--- config.mk ---
export PLATFORM = sky130hd
export DESIGN_NAME = reg_bus_arbiter_flat
export DESIGN_NICKNAME = d
export VERILOG_FILES = /design/src/rtl/reg_bus_arbiter_if.sv /design/src/rtl/reg_bus_arbiter.sv /design/src/flat_wrapper.sv
export SDC_FILE = /design/constraint.sdc
export NUM_CORES = 1
export LEC_CHECK = 0
export CAP_MARGIN = 25
export CORE_MARGIN = 3
export CORE_UTILIZATION = 38
export DETAILED_ROUTE_END_ITERATION = 12
export PLACE_DENSITY = 0.77
export SLEW_MARGIN = 15
export SYNTH_ARGS = -nofsm -noshare
export SYNTH_HDL_FRONTEND = slang
export SYNTH_SLANG_ARGS = --single-unit
--- constraint.sdc ---
create_clock -name clk40m -period 3.15 [get_ports clk40m]
set_clock_uncertainty 0.2 [all_clocks]
set_input_delay 0.315 -clock clk40m [delete_from_list [all_inputs] [get_ports clk40m]]
set_output_delay 0.315 -clock clk40m [all_outputs]
set_load 0.02 [all_outputs]
--- src/rtl/reg_bus_arbiter_if.sv ---
// Request/grant/done bundle between the protocol engines, the arbiter and the
// register I/O sequencer. The arbiter takes the slave side.
interface reg_bus_arbiter_if #(
    parameter int NUM_MASTERS = 4,
    parameter int OFFSET_W    = 8,
    parameter int DATA_W      = 16,
    parameter int MASTER_W    = (NUM_MASTERS > 1) ? $clog2(NUM_MASTERS) : 1
);
    logic [NUM_MASTERS-1:0]          req;
    logic [NUM_MASTERS-1:0]          lock;
    logic [NUM_MASTERS*OFFSET_W-1:0] req_offset;
    logic [NUM_MASTERS-1:0]          req_length;
    logic [NUM_MASTERS-1:0]          req_wr;
    logic [NUM_MASTERS*DATA_W-1:0]   req_wdata;
    logic [NUM_MASTERS-1:0]          grant;
    logic [NUM_MASTERS-1:0]          done;
    logic                            err;
    logic [DATA_W-1:0]               rdata;
    logic [MASTER_W-1:0]             cur_master;
    logic                            timeout_err;
    logic [OFFSET_W-1:0]             offset;
    logic                            length;
    logic                            WR;
    logic [DATA_W-1:0]               writeData;
    logic                            NewCommand;
    logic [DATA_W-1:0]               readData;
    logic                            reg_done;

    modport slave (
        input  req, lock, req_offset, req_length, req_wr, req_wdata, readData, reg_done,
        output grant, done, err, rdata, cur_master, timeout_err,
               offset, length, WR, writeData, NewCommand
    );

    modport master (
        output req, lock, req_offset, req_length, req_wr, req_wdata, readData, reg_done,
        input  grant, done, err, rdata, cur_master, timeout_err,
               offset, length, WR, writeData, NewCommand
    );
endinterface

--- src/rtl/reg_bus_arbiter.sv ---
// Shares the single register port among NUM_MASTERS requesters with fixed or
// round-robin selection, per-master burst lock and a transaction watchdog.
module reg_bus_arbiter #(
    parameter int NUM_MASTERS = 4,
    parameter int OFFSET_W    = 8,
    parameter int DATA_W      = 16,
    parameter int RR_MODE     = 0,
    parameter int TIMEOUT     = 1023,
    parameter int MASTER_W    = (NUM_MASTERS > 1) ? $clog2(NUM_MASTERS) : 1
) (
    input  logic              clk40m,
    input  logic              reset,
    reg_bus_arbiter_if.slave  bus
);
    localparam int CNT_W = $clog2(TIMEOUT + 1);

    typedef enum logic [1:0] {IDLE, ISSUE, WAIT} state_t;

    state_t                 r_state;
    logic [NUM_MASTERS-1:0] r_grant, r_done;
    logic                   r_err, r_timeout_err, r_new_cmd, r_length, r_wr;
    logic [DATA_W-1:0]      r_rdata, r_wdata;
    logic [OFFSET_W-1:0]    r_offset;
    logic [MASTER_W-1:0]    r_cur, r_rr_ptr;
    logic [CNT_W-1:0]       r_cnt;

    logic [MASTER_W-1:0]    w_win, w_src, w_next_ptr;
    logic                   w_any;
    int                     w_idx;
    logic [OFFSET_W-1:0]    w_off;
    logic [DATA_W-1:0]      w_wd;
    logic                   w_len, w_wr, w_relock;

    // Scan from the pointer (always 0 in fixed mode), first asserted request wins.
    always_comb begin
        w_win = '0;
        w_any = 1'b0;
        w_idx = 0;
        for (int k = 0; k < NUM_MASTERS; k++) begin
            w_idx = ((RR_MODE != 0) ? int'(r_rr_ptr) : 0) + k;
            if (w_idx >= NUM_MASTERS) w_idx = w_idx - NUM_MASTERS;
            if (!w_any && bus.req[w_idx]) begin
                w_any = 1'b1;
                w_win = MASTER_W'(w_idx);
            end
        end
    end

    // Fields come from the new winner in IDLE, from the owner on a locked re-issue.
    assign w_src      = (r_state == IDLE) ? w_win : r_cur;
    assign w_off      = bus.req_offset[int'(w_src)*OFFSET_W +: OFFSET_W];
    assign w_wd       = bus.req_wdata[int'(w_src)*DATA_W +: DATA_W];
    assign w_len      = bus.req_length[w_src];
    assign w_wr       = bus.req_wr[w_src];
    assign w_relock   = bus.lock[r_cur] && bus.req[r_cur];
    assign w_next_ptr = (int'(r_cur) == NUM_MASTERS - 1) ? '0 : r_cur + 1'b1;

    always_ff @(posedge clk40m) begin
        if (reset) begin
            r_state       <= IDLE;
            r_grant       <= '0;
            r_done        <= '0;
            r_err         <= 1'b0;
            r_timeout_err <= 1'b0;
            r_new_cmd     <= 1'b0;
            r_offset      <= '0;
            r_length      <= 1'b0;
            r_wr          <= 1'b0;
            r_wdata       <= '0;
            r_rdata       <= '0;
            r_cur         <= '0;
            r_rr_ptr      <= '0;
            r_cnt         <= '0;
        end else begin
            r_done <= '0;
            r_err  <= 1'b0;
            case (r_state)
                IDLE: if (w_any) begin
                    r_grant  <= NUM_MASTERS'(1) << w_win;
                    r_cur    <= w_win;
                    r_offset <= w_off;
                    r_length <= w_len;
                    r_wr     <= w_wr;
                    r_wdata  <= w_wd;
                    r_state  <= ISSUE;
                end
                ISSUE: begin
                    r_new_cmd <= 1'b1;
                    r_cnt     <= '0;
                    r_state   <= WAIT;
                end
                WAIT: begin
                    r_new_cmd <= 1'b0;
                    if (bus.reg_done) begin
                        r_rdata <= bus.readData;
                        r_done  <= r_grant;
                        if (w_relock) begin
                            // Burst continues: start the next command alongside done.
                            r_offset  <= w_off;
                            r_length  <= w_len;
                            r_wr      <= w_wr;
                            r_wdata   <= w_wd;
                            r_new_cmd <= 1'b1;
                            r_cnt     <= '0;
                        end else begin
                            r_grant  <= '0;
                            r_rr_ptr <= w_next_ptr;
                            r_state  <= IDLE;
                        end
                    end else if (r_cnt == CNT_W'(TIMEOUT)) begin
                        r_rdata       <= '0;
                        r_done        <= r_grant;
                        r_err         <= 1'b1;
                        r_timeout_err <= 1'b1;
                        r_grant       <= '0;
                        r_rr_ptr      <= w_next_ptr;
                        r_state       <= IDLE;
                    end else begin
                        r_cnt <= r_cnt + 1'b1;
                    end
                end
                default: r_state <= IDLE;
            endcase
        end
    end

    assign bus.grant       = r_grant;
    assign bus.done        = r_done;
    assign bus.err         = r_err;
    assign bus.rdata       = r_rdata;
    assign bus.cur_master  = r_cur;
    assign bus.timeout_err = r_timeout_err;
    assign bus.offset      = r_offset;
    assign bus.length      = r_length;
    assign bus.WR          = r_wr;
    assign bus.writeData   = r_wdata;
    assign bus.NewCommand  = r_new_cmd;
endmodule

--- src/flat_wrapper.sv ---
// flat-port wrapper written by rule: the top's interface ports become plain ports
module reg_bus_arbiter_flat 
#(
    parameter int NUM_MASTERS = 4,
    parameter int OFFSET_W    = 8,
    parameter int DATA_W      = 16,
    parameter int RR_MODE     = 0,
    parameter int TIMEOUT     = 1023,
    parameter int MASTER_W    = (NUM_MASTERS > 1) ? $clog2(NUM_MASTERS) : 1
)
  (clk40m, reset, bus_req, bus_lock, bus_req_offset, bus_req_length, bus_req_wr, bus_req_wdata, bus_readData, bus_reg_done, bus_grant, bus_done, bus_err, bus_rdata, bus_cur_master, bus_timeout_err, bus_offset, bus_length, bus_WR, bus_writeData, bus_NewCommand);
  reg_bus_arbiter_if #(.NUM_MASTERS(NUM_MASTERS), .OFFSET_W(OFFSET_W), .DATA_W(DATA_W), .MASTER_W(MASTER_W)) bus_i ();
  input  logic clk40m;
  input  logic reset;
  input wire logic [$bits(bus_i.req)-1:0] bus_req;
  input wire logic [$bits(bus_i.lock)-1:0] bus_lock;
  input wire logic [$bits(bus_i.req_offset)-1:0] bus_req_offset;
  input wire logic [$bits(bus_i.req_length)-1:0] bus_req_length;
  input wire logic [$bits(bus_i.req_wr)-1:0] bus_req_wr;
  input wire logic [$bits(bus_i.req_wdata)-1:0] bus_req_wdata;
  input wire logic [$bits(bus_i.readData)-1:0] bus_readData;
  input wire logic [$bits(bus_i.reg_done)-1:0] bus_reg_done;
  output wire logic [$bits(bus_i.grant)-1:0] bus_grant;
  output wire logic [$bits(bus_i.done)-1:0] bus_done;
  output wire logic [$bits(bus_i.err)-1:0] bus_err;
  output wire logic [$bits(bus_i.rdata)-1:0] bus_rdata;
  output wire logic [$bits(bus_i.cur_master)-1:0] bus_cur_master;
  output wire logic [$bits(bus_i.timeout_err)-1:0] bus_timeout_err;
  output wire logic [$bits(bus_i.offset)-1:0] bus_offset;
  output wire logic [$bits(bus_i.length)-1:0] bus_length;
  output wire logic [$bits(bus_i.WR)-1:0] bus_WR;
  output wire logic [$bits(bus_i.writeData)-1:0] bus_writeData;
  output wire logic [$bits(bus_i.NewCommand)-1:0] bus_NewCommand;
  assign bus_i.req = bus_req;
  assign bus_i.lock = bus_lock;
  assign bus_i.req_offset = bus_req_offset;
  assign bus_i.req_length = bus_req_length;
  assign bus_i.req_wr = bus_req_wr;
  assign bus_i.req_wdata = bus_req_wdata;
  assign bus_i.readData = bus_readData;
  assign bus_i.reg_done = bus_reg_done;
  assign bus_grant = bus_i.grant;
  assign bus_done = bus_i.done;
  assign bus_err = bus_i.err;
  assign bus_rdata = bus_i.rdata;
  assign bus_cur_master = bus_i.cur_master;
  assign bus_timeout_err = bus_i.timeout_err;
  assign bus_offset = bus_i.offset;
  assign bus_length = bus_i.length;
  assign bus_WR = bus_i.WR;
  assign bus_writeData = bus_i.writeData;
  assign bus_NewCommand = bus_i.NewCommand;
  reg_bus_arbiter #(.NUM_MASTERS(NUM_MASTERS), .OFFSET_W(OFFSET_W), .DATA_W(DATA_W), .RR_MODE(RR_MODE), .TIMEOUT(TIMEOUT), .MASTER_W(MASTER_W)) u_core (.clk40m(clk40m), .reset(reset), .bus(bus_i));
endmodule
Yosys cells after proc, flatten, opt, wreduce, memory -nomap -nowiden
Index checks and enable logic that the tools add are counted.

Input port bits: 131. Logic and storage cells: 105. Output and inout bits: 55. Bits in registers: 67.

Order comparisons: 2. Equal/unequal tests: 10. Bitwise operators: 2. Shifts and indexed selects: 3. Muxes and demuxes: 54. Reductions and logical operators: 20. Add/subtract/negate cells: 1.

Operators with widths (number): 16-bit 2-to-1 mux (5); 64-bit by 7-bit indexed part select with 16-bit output (1); 16-bit one-hot mux with 2 select lines (1); 32-bit by 6-bit indexed part select with 8-bit output (1); 10-bit 2-to-1 mux (3); 4-bit 2-to-1 mux (6); 8-bit 2-to-1 mux (3); 10-bit one-hot mux with 2 select lines (1); 1-bit 2-to-1 mux (18); 8-bit one-hot mux with 2 select lines (1); 2-bit 2-to-1 mux (7); 10-bit by 1-bit adder with 10-bit output, second input constant (1); 10-bit equality test, second input constant (1); 3-bit AND reduction (3); 1-bit binary-select mux with 2-bit select (4); 4-bit one-hot mux with 2 select lines (1); 4-bit AND reduction (2); 2-bit by 3-bit less-than comparator with 1-bit output, second input constant (2); 3-bit by 2-bit != test with 1-bit output, second input constant (2); 3-bit != test, second input constant (2); 1-bit one-hot mux with 2 select lines (3); 2-bit one-hot mux with 3 select lines (1); 2-bit nonzero test (3); 1-bit logical AND (4); other kinds (11) (16).

Logic depth before layout (Yosys ltp)
Gate-level depths: netlist (run 1).

Depth in word-level cells: 16. Depth in mapped cells: 9. Mapped depth without buffers: 7.

Least setup slack after synthesis (run 1)
Ideal clock, no wire load.

Kind: reg2reg. Start: register u_core.r_state[0]. End: register u_core.r_wdata[9], in the netlist u_core.bus.writeData[9]. Data required time: 2.833 ns. Period minus slack after synthesis: 2.502 ns. Slack: 0.648 ns. Stages on the path, launching flop included: 9. Library setup time: 0.117 ns. Path buffers: 2. Data arrival time: 2.185 ns. Path through: dfxtp_1 > inv_1 > ha_1 > buf_2 > nand2b_1 > o221ai_2 > buf_4 > mux4_2 > a22o_1.

Cells in the longest elaborated chain, start to end: 6. Elaborated cells on any way between the ends: 13.

Ends and longest elaborated chain: start: declaration (line reg_bus_arbiter.sv:19) `state_t r_state;`; start signal: assignment (line reg_bus_arbiter.sv:60) `r_state <= IDLE;`; start signal: assignment (line reg_bus_arbiter.sv:85) `r_state <= ISSUE;`; start signal: assignment (line reg_bus_arbiter.sv:90) `r_state <= WAIT;`; 2-bit logical NOT (line reg_bus_arbiter.sv:50, reg_bus_arbiter.sv:77); 2-bit 2-to-1 mux (line reg_bus_arbiter.sv:50) `assign w_src = (r_state == IDLE) ? w_win : r_cur;`; 64-bit by 7-bit indexed part select with 16-bit output (line reg_bus_arbiter.sv:52) `assign w_wd = bus.req_wdata[int'(w_src)*DATA_W +: DATA_W];`; 16-bit 2-to-1 mux (line reg_bus_arbiter.sv:97) `if (w_relock) begin`; 16-bit 2-to-1 mux (line reg_bus_arbiter.sv:94) `if (bus.reg_done) begin`; 16-bit one-hot mux with 2 select lines (line reg_bus_arbiter.sv:77) `case (r_state)`; end signal: assignment (line reg_bus_arbiter.sv:84) `r_wdata <= w_wd;`; end signal: assignment (line reg_bus_arbiter.sv:102) `r_wdata <= w_wd;`; end: declaration (line reg_bus_arbiter.sv:22) `logic [DATA_W-1:0] r_rdata, r_wdata;`.

Several ways; a longest one is shown, not always the timed one. The select of a mux whose other input is x is not followed. A chain may end at the register's enable or synchronous reset.

Worst setup path after layout (run 1)
Start: register u_core.r_state[0]. End: register u_core.r_cnt[7].

Cells in the longest elaborated chain, start to end: 3. Elaborated cells on any way between the ends: 7.

Ends and longest elaborated chain: 2-bit equality test / 2-bit by 1-bit equality test with 1-bit output (equally long branches) (line reg_bus_arbiter.sv:77); 3-bit by 2-bit != test with 1-bit output (no source line) (tied with other cells); 3-bit AND reduction (no source line); end signal: assignment (line reg_bus_arbiter.sv:119) `r_cnt <= r_cnt + 1'b1;`; end: declaration (line reg_bus_arbiter.sv:25) `logic [CNT_W-1:0] r_cnt;`.

Several ways; a longest one is shown, not always the timed one.

==> results.cfg, run 1 <==
[power_and_ir_drop]
pwr-share-clk_pct = 26.1
power_frac_seq_pct = 36.7
swShare_pct = 30.2
switching_power_uw = 826
comb_power_share_pct = 37.2
ir_worst_vdd_v = 0.000221
p_int_mw = 1.91
power_leakage_nw = 1.94
powerDensity_nw_per_um2 = 504

[timing]
grt_setup_unrepaired = no
drv_slew = 0
setup_violations = 0
finalWorstSetupSlack_ns = 0.586
max_freq_ghz = 0.390
hold_viol = 0
fin_crit_sh_pct = 81.4
worst_pin_slew_ns = 0.631
finalSetupTns_ns = 0
holdWs_ns = 0.279
relSlewSlack_pct = 57.8
period_needed_ns = 2.56

[setup_path]
worst-endpoint-required_ns = 3.22
worstSetupPathType = reg2reg
worst_ep_arrival_time_ns = 2.63
start_kind = register
worstSetupEndpointType = register
cp_max_fo = 20

[place]
port_buffers = 185
dpl.hpwl_mm = 7.50
place_congestion = 0.802
dp_slack_ns = 0.208

[global_route]
grt_use_met2_pct = 35.0
grt_max_degree = 36
grt_use_total_pct = 19.3
antenna_found_initial = 0
use_met3_pct = 4.71
grt_use_met1_pct = 21.3
top_usage_layer = met2
grt-ovfl-total = 0
grt_first_pass_wirelength_mm = 15.0
grt_pass1_vias = 3201

[drt]
vias = 3109
drt-vias-per-instance = 5.29
drtIter0Drc = 49
drc_errors = 0
routed_wl_mm = 9.40
drtAntennaViolNets = 0
first_pass_iters = 4
wl_per_cell_um = 16.0

[finish]
mostFrequentLayoutCell = clkdlybuf4s50_1
diodes = 0
nets = 614
syn2layout_area_growth_pct = 67.9
layout_common_cells = clkdlybuf4s50_1, dfxtp_1, nor2_1
drive_gt1_share_pct = 12.4

[die]
rows = 33
ios = 186
start_util_pct = 39.1
core_um2 = 8260
die_h_um = 98.2
die_area_um2 = 9650
dieWidth_um = 98.2

[yosys]
synth.distinct_cells = 43
syn_nets = 430
synth_area_um2 = 3230
netlist_instances = 294
synth-main-ff-cell = dfxtp_1
synth_edf_count = 0
yosysWarnings = 0
ys_seq_area_share_pct = 41.5
ys_seq_elements = 67
avgSynthCellArea_um2 = 11.0
synthArstFlopShare_pct = 0

[clocking]
cts_resized = 0
clk_latency_ns = 0.34
clockBufferDepth = 2
numCtsBuffers = 9
htreeDepth = 3
clock_sinks = 67
cts_setup_buffers = 0
hold_buffers = 0
clock-root-buffer = clkbuf_8
cts_tree = done
cts.clk_slew.worst_paths_ns = 0.07

[run]
maxCapViolations = 0

[min_path]
hold_path.class = reg2reg

[outcome]
status = complete, no violations
-- registers in the layout, summed over array words and instances, names as in the netlist --
signal and flops:
u_core.bus.WR 1, u_core.bus.err 1, u_core.r_state 2, u_core.bus.rdata 16, u_core.r_cnt 10, u_core.bus.timeout_err 1
u_core.bus.done 4, u_core.bus.length 1, u_core.bus.cur_master 2, u_core.bus.grant 4, u_core.bus.NewCommand 1, u_core.bus.offset 8
u_core.bus.writeData 16
-- stage by stage --
stage | power (mW) | util, % | instance area (µm²) | cells
after floorplan | 1.58 | - | 3230 | 294
after global placement | 2.03 | 63.1 | 5210 | 571
after detailed placement | 2.05 | 63.1 | 5210 | 571
after CTS | 2.77 | 65.5 | 5410 | 587
after global routing | 2.86 | 65.7 | 5430 | 588
final | 2.73 | 65.7 | 5430 | 588
-- worst max-delay path, cell delays in order (launching register included) --
cell	delay, ns
dfxtp_1	0.35
inv_1	0.08
ha_1	0.31
and2_1	0.27
a221o_1	0.57
or4_1	0.56
a21oi_1	0.15
-- path summary, 6_finish.rpt --
path                      startpoint                       to  slack (ns)  cells after the start
max                u_core.r_state[0]          u_core.r_cnt[7]        0.59                      6
min          u_core.bus.writeData[5]  u_core.bus.writeData[5]        0.28                      1
max reg2reg        u_core.r_state[0]          u_core.r_cnt[7]        0.59                      6
min reg2reg  u_core.bus.writeData[5]  u_core.bus.writeData[5]        0.28                      1
-- power by group through the flow --
| stage | logic (mW) | clock network [mW] | registers (mW) |
|---|---|---|---|
| 6_report | 1.02 | 0.714 | 1.00 |
| 3_3_place_gp | 1.01 | 0 | 1.02 |
| 2_1_floorplan | 0.464 | 0 | 1.12 |
| 3_5_place_dp | 1.03 | 0 | 1.02 |
| 5_1_grt | 1.09 | 0.758 | 1.01 |
| 4_1_cts | 1.03 | 0.736 | 1.00 |
-- cell type report --
cell class | instances | area [µm²]
multi-input cells | 201 | 1790
fillers | 667 | 2830
well taps | 105 | 131
clock buffers | 10 | 138
clock inverters | 6 | 65.1
repair buffers | 194 | 1940
inverters | 5 | 18.8
flip-flops and latches | 67 | 1340
-- per-layer routing --
| layer | part of all wire, % | vias to the layer above |
|---|---|---|
| met5 | 0 | - |
| met4 | 2.4 | 0 |
| met3 | 7.4 | 16 |
| met2 | 53 | 112 |
| met1 | 37 | 1469 |
| li1 | - | 1512 |
-- cell families (layout without fill, tap and decap cells) --
family	count (synthesis)	after routing	share of synthesized area [%]
fa+ha+maj	5	5	1.94
flops	67	67	41.5
buf+inv	26	215	3.99
mux	28	28	18.7
simple gates	82	82	13.9
compound gates	86	86	20.0
-- cell usage after synthesis (all sizes together) (3+ instances only) --
cell,number,area (µm²)
nand2,8,30.0
nand3,6,30.0
nand4,3,18.8
ha,5,62.6
nor2b,7,43.8
dfxtp,67,1340
nor3b,4,30.0
a22o,26,228
or4,4,33.8
or2,3,18.8
a22oi,16,120
or3,6,37.5
a21oi,19,95.1
o31ai,3,22.5
inv,5,18.8
clkbuf,10,37.5
mux4,26,586
nor2,27,101
o21ai,10,50.1
nand2b,4,25.0
buf,11,72.6
(Power assumes the default switching activity.)
==> run 2: changes to the inputs <==
- clock period: 3.15 -> 2.6 ns (I/O delays scaled with it)
==> run 2 against run 1 <==
  * First-iteration DRC count is 31% higher
  * Largest cell class unchanged
  * Die area stayed put
  * Sequential cell count stayed put
  * Total power is 23% higher
  * Sequential share of layout area is 0.52 points lower
  * Critical path type unchanged
==> results.cfg, run 2 (synthesized netlist as in run 1, its figures left out) <==
[finish]
final_core_util_pct = 67.1
syn2layout_area_growth_pct = 71.5
nets = 627
layout_common_cells = clkdlybuf4s50_1, dfxtp_1, nor2_1
final_area_um2 = 5540
drive_gt1_share_pct = 14.7
mostFrequentLayoutCell = clkdlybuf4s50_1
diodes = 0

[setup_path]
rr_worst_depth = 7
reg2reg_to = u_core.r_cnt[7]
worst_ep_arrival_time_ns = 2.49
cp_max_fo = 10
start_kind = register
regToRegStartpoint = u_core.r_state[0]
worst-endpoint-required_ns = 2.66
worstSetupEndpointType = register
crit_start = u_core.r_state[0]
worstSetupPathType = reg2reg
r2r_setup_slack_ns = 0.18
endpoint = u_core.r_cnt[7]

[outcome]
status = complete, no violations

[clocking]
cts_tree = done
cts_setup_buffers = 0
clockBufferDepth = 2
hold_buffers = 0
clock-root-buffer = clkbuf_8
cts.clk_slew.worst_paths_ns = 0.08
clk_latency_ns = 0.34
numCtsBuffers = 9
htreeDepth = 3
cts_resized = 0
clock_sinks = 67

[drt]
drtIter0Drc = 64
drtAntennaViolNets = 0
drc_errors = 0
first_pass_iters = 4
wl_per_cell_um = 16.5
drt-vias-per-instance = 5.28
routed_wl_mm = 9.92
vias = 3171

[power_and_ir_drop]
p_int_mw = 2.33
ir_worst_vdd_v = 0.000284
switching_power_mw = 1.04
power_leakage_nw = 2.01
swShare_pct = 30.9
comb_power_share_pct = 38.1
total_power_mw = 3.37
powerDensity_nw_per_um2 = 608
power_frac_seq_pct = 36.1
pwr-share-clk_pct = 25.8

[die]
rows = 33
dieWidth_um = 98.2
die_h_um = 98.2
start_util_pct = 39.1
ios = 186
die_area_um2 = 9650
core_um2 = 8260

[min_path]
hold_path.class = reg2reg

[timing]
setup_violations = 0
relSlewSlack_pct = 58.2
period_needed_ns = 2.42
drv_slew = 0
max_freq_ghz = 0.413
worst_pin_slew_ns = 0.626
finalWorstSetupSlack_ns = 0.176
finalSetupTns_ns = 0
fin_crit_sh_pct = 93.2
grt_setup_unrepaired = no
hold_viol = 0

[global_route]
grt_max_degree = 36
grt-ovfl-total = 0
antenna_found_initial = 0
grt_first_pass_wirelength_mm = 15.9
grt_use_total_pct = 20.5
grt_pass1_vias = 3403

[place]
placed_area_um2 = 5340
dpl.hpwl_mm = 7.95
port_buffers = 185
dp_slack_ns = 0.00872
place_congestion = 0.871

[run]
maxCapViolations = 0
==> run 2: changes by cell type in the layout (fill, tap and decap cells not counted), sizes merged <==
cell / before / now
buf: 9 / 22
clkinvlp: 1 / 2
clkinv: 4 / 3
clkbuf: 10 / 9
inv: 5 / 6
==> run 2: cell type report <==
class / count / area [µm²]
Clock buffer: 9 / 124
Clock inverter: 7 / 76.3
Fill cell: 667 / 2720
Inverter: 5 / 18.8
Multi-Input combinational cell: 201 / 1790
Sequential cell: 67 / 1340
Tap cell: 105 / 131
Timing Repair Buffer: 207 / 2060
==> run 2: metrics by stage <==
step                hold slack [ns]  instances
detailed placement            0.265        585
global placement              0.259        584
finish                        0.280        601
floorplan                     0.208        294
CTS                           0.286        601
global route                  0.304        601
==> run 2: per-layer routing <==
| metal | share of wire, % | track usage (%) |
|---|---|---|
| met2 | 53 | 38.5 |
| met3 | 6.4 | 4.71 |
| met1 | 38 | 21.9 |
| met4 | 2.3 | 8.40 |
| met5 | 0 | 0 |
==> run 2: power by group through the flow <==
| stage | logic (mW) | registers [mW] | clock network [mW] |
|---|---|---|---|
| after floorplan | 0.562 | 1.36 | 0 |
| after global placement | 1.28 | 1.23 | 0 |
| after detailed placement | 1.30 | 1.23 | 0 |
| after CTS | 1.31 | 1.22 | 0.891 |
| after global routing | 1.37 | 1.23 | 0.933 |
| final | 1.29 | 1.22 | 0.869 |
==> run 2: how the worst min path moves through the flow <==
stage | start | endpoint | slack (ns) | cells past startpoint
global route | u_core.bus.offset[5] | u_core.bus.offset[5] | 0.30 | 1
finish | u_core.bus.offset[2] | u_core.bus.offset[2] | 0.28 | 1
CTS | u_core.bus.writeData[3] | u_core.bus.writeData[3] | 0.29 | 1
global placement | u_core.bus.writeData[3] | u_core.bus.writeData[3] | 0.26 | 1
detailed placement | u_core.bus.offset[1] | u_core.bus.offset[1] | 0.26 | 1
floorplan | bus_req[1] | u_core.bus.grant[1] | 0.21 | 2
==> run 2: critical path, stage by stage, from the launching register on <==
cell     delay (ns)
dfxtp_1        0.37
inv_1          0.09
ha_1           0.21
and2_1         0.18
buf_4          0.15
a221o_1        0.47
or4_1          0.53
a21oi_1        0.15
==> run 3: changes to the inputs <==
- HOLD_SLACK_MARGIN: default -> 0.1
==> results of run 3 <==
Same layout as run 2: the final DEF is identical, and so are final timing and power.
